$ cat src/rtl/mips_pkg.sv
// rtl/mips_pkg.sv - shared opcode constants, reset PC and fetch-state encoding
package mips_pkg;

  localparam logic [5:0] OP_RTYPE = 6'b000000;
  localparam logic [5:0] OP_ORI   = 6'b001101;
  localparam logic [5:0] OP_LW    = 6'b100011;
  localparam logic [5:0] OP_SW    = 6'b101011;
  localparam logic [5:0] OP_BEQ   = 6'b000100;
  localparam logic [5:0] OP_J     = 6'b000010;

  localparam logic [31:0] PC_RESET_DEFAULT = 32'h0000_3000;

  typedef enum logic [1:0] {
    S_REQ,
    S_WAIT,
    S_HOLD
  } fetchState_t;

endpackage

$ cat src/rtl/ifu_npc.sv
// rtl/ifu_npc.sv - combinational next-PC select: jump, taken branch, or sequential
module ifu_npc (
  input  logic [31:0] pc_plus4,
  input  logic [25:0] inst,
  input  logic        branch,
  input  logic        zero,
  input  logic        jump,
  output logic [31:0] npc
);

  logic [31:0] branchOffset;

  assign branchOffset = {{14{inst[15]}}, inst[15:0], 2'b00};

  always_comb begin
    npc = pc_plus4;
    if (jump) begin
      npc = {pc_plus4[31:28], inst[25:0], 2'b00};
    end else if (branch && zero) begin
      npc = pc_plus4 + branchOffset;
    end
  end

endmodule

$ cat src/rtl/ifetch_unit.sv
// rtl/ifetch_unit.sv - fetch stage: PC, imem handshake, instruction register
// Optional retire counter output enabled by defining IFU_RETIRE_CNT_EN.
module ifetch_unit
  import mips_pkg::*;
#(
  parameter logic [31:0] PC_RESET = PC_RESET_DEFAULT
) (
  input  logic        clk,
  input  logic        rst,
  output logic        imem_req,
  output logic [31:0] imem_addr,
  input  logic        imem_rvalid,
  input  logic [31:0] imem_rdata,
  input  logic        stall,
  input  logic        branch,
  input  logic        jump,
  input  logic        zero,
  output logic        inst_valid,
  output logic [31:0] inst,
  output logic [5:0]  op,
  output logic [31:0] pc,
  output logic [31:0] pc_plus4
`ifdef IFU_RETIRE_CNT_EN
  ,
  output logic [31:0] retire_cnt
`endif
);

  fetchState_t state, nextState;
  logic        retire;
  logic [31:0] npc;

  always_ff @(posedge clk or posedge rst) begin
    if (rst) begin
      state <= S_REQ;
    end else begin
      state <= nextState;
    end
  end

  always_comb begin
    nextState = state;
    retire    = 1'b0;
    case (state)
      S_REQ:  nextState = S_WAIT;
      S_WAIT: if (imem_rvalid) nextState = S_HOLD;
      S_HOLD: begin
        if (!stall) begin
          retire    = 1'b1;
          nextState = S_REQ;
        end
      end
      default: nextState = S_REQ;
    endcase
  end

  // Request is gated by rst so nothing is issued while reset is held.
  assign imem_req  = (state == S_REQ) & ~rst;
  assign imem_addr = pc;
  assign op        = inst[31:26];
  assign pc_plus4  = pc + 32'd4;

  always_ff @(posedge clk or posedge rst) begin
    if (rst) begin
      pc         <= PC_RESET & ~32'd3;
      inst       <= 32'd0;
      inst_valid <= 1'b0;
    end else begin
      if ((state == S_WAIT) && imem_rvalid) begin
        inst       <= imem_rdata;
        inst_valid <= 1'b1;
      end
      if (retire) begin
        pc         <= npc & ~32'd3;
        inst_valid <= 1'b0;
      end
    end
  end

  ifu_npc uNpc (
    .pc_plus4 (pc_plus4),
    .inst     (inst[25:0]),
    .branch   (branch),
    .zero     (zero),
    .jump     (jump),
    .npc      (npc)
  );

`ifdef IFU_RETIRE_CNT_EN
  always_ff @(posedge clk or posedge rst) begin
    if (rst) begin
      retire_cnt <= 32'd0;
    end else if (retire) begin
      retire_cnt <= retire_cnt + 32'd1;
    end
  end
`endif

endmodule

$ cat config.mk
export PLATFORM = sky130hd
export DESIGN_NAME = ifetch_unit
export DESIGN_NICKNAME = d
export VERILOG_FILES = /design/src/rtl/mips_pkg.sv /design/src/rtl/ifu_npc.sv /design/src/rtl/ifetch_unit.sv
export SDC_FILE = /design/constraint.sdc
export NUM_CORES = 1
export LEC_CHECK = 0
export CAP_MARGIN = 10
export CORE_MARGIN = 4
export CORE_UTILIZATION = 52
export CTS_BUF_LIST = sky130_fd_sc_hd__clkbuf_4 sky130_fd_sc_hd__clkbuf_8
export DETAILED_ROUTE_END_ITERATION = 12
export GPL_ROUTABILITY_DRIVEN = 0
export PLACE_DENSITY = 0.87
export SLEW_MARGIN = 20
export SYNTH_ARGS = -nofsm -noshare
export SYNTH_HDL_FRONTEND = slang
export SYNTH_SLANG_ARGS = --single-unit
$ cat constraint.sdc
create_clock -name clk -period 9.25 [get_ports clk]
set_input_delay 2.3125 -clock clk [delete_from_list [all_inputs] [get_ports clk]]
set_output_delay 2.3125 -clock clk [all_outputs]
set_load 0.05 [all_outputs]
=== Word level (Yosys, flattened, before mapping) ===
Cells that the tools add are included.

* Bits in registers: 65
* Input port bits: 39
* Output and inout port bits: 136

* Add/sub/neg operators: 2
* Equality and inequality tests: 4
* Multiplexer cells: 9
* Bitwise gates (word level): 2
* Reductions and logical operators: 5

{| class="wikitable"
|+ Operators with widths
! operator !! count
|-
| 2-to-1 mux 32 bit || 2
|-
| adder 32 x 3 -> 32 bit (second input constant) || 1
|-
| adder 32 bit || 1
|-
| one-hot mux 2 bit (3 select lines) || 1
|-
| 2-to-1 mux 1 bit || 4
|-
| 2-to-1 mux 2 bit || 2
|-
| inequality test 2 bit (second input constant) || 2
|-
| == test 2 x 1 -> 1 bit (second input constant) || 1
|-
| == test 2 bit (second input constant) || 1
|-
| logical AND 1 bit || 2
|-
| logical NOT 2 bit || 1
|-
| AND reduction 2 bit || 1
|-
| nonzero test 2 bit || 1
|-
| bitwise AND 1 bit || 1
|-
| NOT 1 bit || 1
|}

=== Depth between registers and ports, before layout ===
Gate-level depths: netlist (run 1).

* Depth after elaboration: 4
* Depth in mapped cells: 16

=== Hierarchy ===
Synthesis (run 1) repeated with hierarchy kept, for this count alone.

* Cells, all modules: 592
* Area total of the unflattened synthesis: 5,476.5 um^2

{| class="wikitable"
|+ Modules (own cells, without submodules)
! module !! instances !! cells each !! area an instance (um^2)
|-
| ifetch_unit || 1 || 268 || 3,337.0
|-
| ifu_npc || 1 || 324 || 2,139.6
|}

=== Worst setup path before layout (run 1) ===
Ideal clock, no wire load.

* Kind: input port to output port
* From: input port rst
* To: output port imem_req
* Arrival: 3,357 ps
* Data required time: 6,938 ps
* Setup slack: 3,580 ps
* Stages on the path: 1
* Buffers on the path: 0
* Cells stage by stage: nor3_1

* Longest elaborated chain between the ends: 2

{| class="wikitable"
|+ Ends and longest elaborated chain
! item !! line !! text
|-
| start: declaration || ifetch_unit.sv:9 || <nowiki>input logic rst,</nowiki>
|-
| NOT 1 bit || ifetch_unit.sv:58 || <nowiki>assign imem_req = (state == S_REQ) & ~rst;</nowiki>
|-
| bitwise AND 1 bit || ifetch_unit.sv:58 ||
|-
| end: declaration || ifetch_unit.sv:10 || <nowiki>output logic imem_req,</nowiki>
|}

Every way passes these cells.

=== Worst setup path after layout (run 1) ===
Ends and elaborated chain as after synthesis.

==> run summary, run 1 <==
- 17840 microns — total detailed-routing wirelength
- imem_addr[4] — start of the worst register-to-register path
- 0 — post_cts resized
- 110.4 microns — Vert. Die Dim
- 6.183 — via-per-instance ratio
- 8.784% — post-synthesis share of cell area spent on xor and xnor gates
- 0.9840 ns — measured slew at the worst slew-check pin
- 65 — flip-flop and latch count after synthesis
- compound AO/OA/AOI/OAI gates — largest family of logic cells by synthesized area
- 0 — pins over their slew limit
- dfrtp_1 — Post-synth top flop
- 0 — antenna violation net count after detailed routing
- 2 — number of buffers on the longest clock path
- dfrtp_1 (29%), ha_1 (8.3%), mux2_2 (6.8%) — most area-consuming cells after synthesis
- 110.4 microns — Die X-Extent
- 5509 — via total after detailed routing
- 28.52% — total global-route track usage
- 34.40% — normalized max-slew margin
- 770 — Fillers
- 6 — First-pass DRT Iterations
- 37 — count of standard-cell rows
- built — CTS tree
- output port — type of destination of the critical path
- 2 — largest fanout on the critical path
- 0.37 ns — clock network latency to the later pin of the worst-skew pair
- 28.90% — portion of synthesized cell area occupied by the leading cell type
- 0 — antenna violations before repair
- 66 — largest net degree at the start of global routing
- 8.701 sq um — mean instance size in the synthesized netlist
- 0.07 ns — Clk pin slew, worst setup/hold paths
- 0 — Congestion Overflow GR
- 175 — number of ports placed on the die boundary
- 874 — cell total after placement
- 0 — synthesis warning total
- 9.682% — fraction of final layout cells sized beyond drive strength 1
- 21.10% — Synth Area in Compound Gates
- 12190 sq um — die area
- 28700 microns — wire length of the first global-routing pass
- 3.72 ns — Data arrival, critical path
- 12900 microns — dpl hpwl
- 825 — fin nets
- 0 — DR DRC count
- 65.26% — final critical-path share of the clock period
- imem_addr[31] — capture point of the worst reg-to-reg path
- 0 — maxcap violations
- 9 — total CTS buffers
- 65 — clock sink count
- finished, final reports clean — run status
- 20.02 microns — Routed WL per cell
- 13 — Worst Reg-to-Reg Cells
- input pin to output port — type of the worst setup path
- 6.037 ns — clock period minus worst slack
- 53.08% — Initial Utilization
- dfrtp_1 — library cell with the largest summed area after synthesis
- 168 — number of I/O port buffers
- 0 — number of buffers inserted by post-CTS setup repair
- 100.0% — share of flip-flops with an asynchronous set or reset
- no — unrepaired setup endpoints after global routing
- 2 — Cells on Worst Hold Path
- 29.86% — sequential element share of the synthesized area
- 3 — htree depth
- 32.48% — area growth from synthesis to layout
- 500 — DR iter-0 viols
- clkbuf_8 — root buffer selected by CTS
- 6.94 ns — Required @ worst endpoint
- 0.01535 ns — Clock Skews
- 0 — Hold Buf Count CTS
- 8.624% — adder-cell area share of the yosys netlist
- 0 — EDFF count, synth
- 10280 sq um — area of the placeable core
- 627 — count of mapped cells out of synthesis
- 0 — final number of setup-violating endpoints
- 0 ns — setup TNS after final layout
- 7.362% — share of cell area taken by muxes after synthesis
- 0 — Final Hold Fails
- input pin — critical path startpoint category
- inst_valid — hold path startpoint
- 65 — count of unique library cells instantiated by Yosys
- 165.7 MHz — highest clock frequency the design can meet
- flop to flop — type of the worst min-delay path
- 5.01 ns — setup slack on the worst flop-to-flop path
- 891 — count of non-filler cells in the finished layout
- 5455 sq um — combined area of all synthesized cells
- 5513 — number of global-route vias before repair
- inst_valid — worst-case hold path end point
- 15.41% — simple-gate share of the synthesized area
## final cells by class
| cell class | count | area [sq um] | area share [%] |
|---|---|---|---|
| clock buffers | 10 | 137.6 | 1.904 |
| flip-flops and latches | 65 | 1629 | 22.54 |
| well taps | 136 | 170.2 | 2.355 |
| repair buffers | 173 | 1719 | 23.79 |
| clock inverters | 6 | 137.6 | 1.904 |
| multi-input cells | 484 | 3371 | 46.64 |
| inverters | 16 | 60.06 | 0.8310 |
| diodes | 1 | 2.502 | 0.03463 |
## through the flow
step	instance area, sq um	util, %	hold slack [ns]	worst slack (ns)
3_5_place_dp	6949	67.62	0.4915	3.230
4_1_cts	7224	70.29	0.5209	3.212
2_1_floorplan	5474	-	0.4585	3.580
3_3_place_gp	6949	67.62	0.4636	3.208
5_1_grt	7224	70.29	0.5620	3.152
6_report	7227	70.32	0.5294	3.213
## how the worst max path moves through the flow
| stage | to | depth (start not counted) | slack (ns) | start |
|---|---|---|---|---|
| 2_1_floorplan | imem_req | 1 | 3.58 | rst |
| 3_3_place_gp | imem_req | 3 | 3.21 | rst |
| 3_5_place_dp | imem_req | 3 | 3.23 | rst |
| 4_1_cts | imem_req | 3 | 3.21 | rst |
| 5_1_grt | imem_req | 3 | 3.15 | rst |
| 6_report | imem_req | 3 | 3.21 | rst |
## cells in the mapped netlist (4+ instances only)
library cell  instances
clkbuf_1             21
o22ai_1               4
o21bai_1              9
nor2_1               36
and3_1                4
nand2_1              66
buf_4                42
a211oi_1             10
nor3_1               10
o21ai_0              47
xnor2_1              27
nand3_1              12
xor2_1               24
nand4_1              16
mux2_2               33
a21o_1               17
inv_1                15
dfrtp_1              63
a22oi_1               6
a21boi_0              4
o211ai_1             12
ha_1                 36
a21oi_1              46
## cell families after synthesis
family                     count (synthesis)
AOI/OAI and AO/OA                        182
xor gates and xnor gates                  53
adders and majority gates                 37
buffers and inverters                     83
DFF                                       65
muxes                                     36
other                                      1
and+or+nand+nor                          170
## sequential cells by signal, summed over array words and instances (netlist names)
register,flops
state,2
inst,32
inst_valid,1
imem_addr,30
## worst max-delay path, stage by stage
cell	delay [ns]
clkdlybuf4s50_1	0.43
nor3_1	0.15
clkdlybuf4s50_1	0.83
## placed cells by master (no fill, tap or decap), drive strengths merged, types with 5 or more instances in the layout
cell type	netlist	final
clkdlybuf4s50	0	168
nand2	66	66
dfrtp	63	63
o21ai	48	48
a21oi	46	46
nor2	38	38
ha	36	36
mux2	33	33
xnor2	28	28
xor2	25	25
a21o	17	17
nand4	17	17
inv	15	16
nand3	12	12
o211ai	12	12
nor3	11	11
a211oi	10	10
clkbuf	21	10
o21bai	9	9
a22oi	6	6
conb	1	6
buf	46	5
## routing by layer
metal  global-route usage, %  vias to the layer above  wire, microns
met5                       0                        -              0
met4                   10.67                        0            600
met3                   7.945                       69           1915
met2                   48.30                      345           8781
met1                   34.48                     2625           6543
li1                        -                     2470              -
Power of run 1 is left out: the tool's default activity adds up to more than one toggle a clock period on the data nets, which glitch-free logic cannot reach.
==> run 2, diff against run 1 <==
--- a/config.mk
+++ b/config.mk
@@ -7,11 +7,11 @@
 export LEC_CHECK = 0
 export CAP_MARGIN = 10
 export CORE_MARGIN = 4
-export CORE_UTILIZATION = 52
+export CORE_UTILIZATION = 49
 export CTS_BUF_LIST = sky130_fd_sc_hd__clkbuf_4 sky130_fd_sc_hd__clkbuf_8
 export DETAILED_ROUTE_END_ITERATION = 12
 export GPL_ROUTABILITY_DRIVEN = 0
-export PLACE_DENSITY = 0.87
+export PLACE_DENSITY = 0.82
 export SLEW_MARGIN = 20
 export SYNTH_ARGS = -nofsm -noshare
 export SYNTH_HDL_FRONTEND = slang
==> constraint.sdc (replaced) <==
create_clock -name clk -period 6.1 [get_ports clk]
set_input_delay 1.525 -clock clk [delete_from_list [all_inputs] [get_ports clk]]
set_output_delay 1.525 -clock clk [all_outputs]
set_load 0.05 [all_outputs]
==> run 2 against run 1 <==
Effect of this change:
- sequential share of layout area is 0.19 points higher
- sequential cell count is the same
- critical path type is now flop to output port
- wire length fell by 3.9%
- first-iteration DRC count fell by 15%
- register-to-register slack got worse by 3.1 ns
- worst setup slack worse by 2.1 ns
- hold slack worse by 0.046 ns
- final cell count up 0.45%
- global-route usage fell by 2.1 points
- highest routed layer unchanged
- critical path depth increased by 3
- die area rose by 5.7%
==> run summary, run 2 (synthesized netlist as in run 1, its figures left out) <==
- 3 — htree depth, unchanged
- 826 — fin nets, was 825
- 0 — Hold Buf Count CTS, unchanged
- 5 — First-pass DRT Iterations, was 6
- 0 — final number of setup-violating endpoints, unchanged
- 27320 microns — wire length of the first global-routing pass, was 28700 microns
- 3.44 ns — Data arrival, critical path, was 3.72 ns
- 866 — Fillers, was 770
- 65 — clock sink count, unchanged
- 4.961 ns — clock period minus worst slack
- 0.01058 ns — Clock Skews, was 0.01535 ns
- 0 ns — setup TNS after final layout, unchanged
- 5330 — via total after detailed routing, was 5509
- finished, final reports clean — run status, unchanged
- 33.97% — normalized max-slew margin, was 34.40%
- 17150 microns — total detailed-routing wirelength, was 17840 microns
- no — unrepaired setup endpoints after global routing, unchanged
- 4.58 ns — Required @ worst endpoint, was 6.94 ns
- 5.955 — via-per-instance ratio, was 6.183
- 19.16 microns — Routed WL per cell, was 20.02 microns
- 2 — number of buffers on the longest clock path, unchanged
- 26.42% — total global-route track usage, was 28.52%
- 425 — DR iter-0 viols, was 500
- 8 — largest fanout on the critical path, was 2
- flop to flop — type of the worst min-delay path, unchanged
- 0.35 ns — clock network latency to the later pin of the worst-skew pair, was 0.37 ns
- 113.5 microns — Die X-Extent, was 110.4 microns
- 0 — count of inserted antenna diode cells, was 1
- 66 — largest net degree at the start of global routing, unchanged
- 0 — post_cts resized, unchanged
- 168 — number of I/O port buffers, unchanged
- built — CTS tree, unchanged
- output port — type of destination of the critical path, unchanged
- 13210 microns — dpl hpwl, was 12900 microns
- 0 — pins over their slew limit, unchanged
- 1629 sq um — area used by sequential logic in the layout, unchanged
- clkdlybuf4s50_1 (168), nand2_1 (66), dfrtp_1 (63), o21ai_0 (47), a21oi_1 (46) — commonest non-fill, non-tap cells in the layout, unchanged
- 32 — flip-flop count of the largest register, all copies and words added, unchanged
- 113.5 microns — Vert. Die Dim, was 110.4 microns
- 0 — Congestion Overflow GR, unchanged
- 0 — antenna violations before repair, unchanged
- 12890 sq um — die area, was 12190 sq um
- flop — critical path startpoint category, was input pin
- 10890 sq um — area of the placeable core, was 10280 sq um
- clkdlybuf4s50_1 — most common cell after layout, fill and taps aside, unchanged
- inst — Most flops, register, unchanged
- 3371 sq um — footprint of the multi-input gates, unchanged
- 31.35% — area growth from synthesis to layout, was 32.48%
- 0.08 ns — Clk pin slew, worst setup/hold paths, was 0.07 ns
- 201.6 MHz — highest clock frequency the design can meet
- 50.10% — Initial Utilization, was 53.08%
- 175 — number of ports placed on the die boundary, unchanged
- 0 — antenna violation net count after detailed routing, unchanged
- 0 — number of buffers inserted by post-CTS setup repair, unchanged
- clkbuf_8 — root buffer selected by CTS, unchanged
- 0 — maxcap violations, unchanged
- 5259 — number of global-route vias before repair, was 5513
- 0.9904 ns — measured slew at the worst slew-check pin, was 0.9840 ns
- flop to output port — type of the worst setup path, was input pin to output port
- 0 — DR DRC count, unchanged
- 81.33% — final critical-path share of the clock period
- 0 — Final Hold Fails, unchanged
- 9 — total CTS buffers, unchanged
- 9.801% — fraction of final layout cells sized beyond drive strength 1, was 9.682%
- 38 — count of standard-cell rows, was 37
run 2: cell types whose count changed in the layout (fill, tap and decap cells not counted):
cell	change
bufinv_16	-3
clkinvlp_4	+3
buf_4	+1
clkinv_2	+1
clkinv_4	-1
diode_2	-1
run 2: routing by layer:
layer,share of wire (%),global-route usage [%],vias up
li1,-,-,2467
met1,40,33.59,2524
met2,47,42.72,297
met3,10,7.798,42
met4,3.0,9.615,0
met5,0,0,-
run 2: path summary, 6_finish.rpt:
kind	from	endpoint	slack, ns	cells past startpoint
min reg2reg	inst_valid	inst_valid	0.48	2
max	imem_addr[4]	pc_plus4[23]	1.14	6
max reg2reg	imem_addr[12]	imem_addr[31]	1.92	14
min	inst_valid	inst_valid	0.48	2
max in group asynchronous	rst	imem_addr[4]	3.81	3
min in group asynchronous	rst	inst[19]	1.78	3
run 2: final cells by class:
type	instances	area share (%)
flip-flops and latches	65	22.73
multi-input cells	484	47.04
well taps	140	2.445
clock inverters	6	0.9254
inverters	16	0.8381
clock buffers	10	1.921
repair buffers	174	24.10
run 2: critical path: stages, from the launching register on:
cell,delay [ns]
dfrtp_1,0.47
and4_4,0.30
nand4_1,0.30
nor3_1,0.52
nand3_1,0.18
xnor2_1,0.43
clkdlybuf4s50_1,0.90
run 2: through the flow:
| stage | hold WS [ns] | std cells | area (sq um) | setup WS, ns | util, % |
|---|---|---|---|---|---|
| 2_1_floorplan | 0.4585 | 632 | 5474 | 1.476 | - |
| 3_3_place_gp | 0.4592 | 879 | 6962 | 1.603 | 63.94 |
| 3_5_place_dp | 0.4673 | 879 | 6962 | 1.556 | 63.94 |
| 4_1_cts | 0.4867 | 895 | 7166 | 1.164 | 65.81 |
| 5_1_grt | 0.5311 | 895 | 7166 | 0.9123 | 65.81 |
| 6_report | 0.4837 | 895 | 7166 | 1.139 | 65.81 |
Power of run 2 is left out for the same reason.
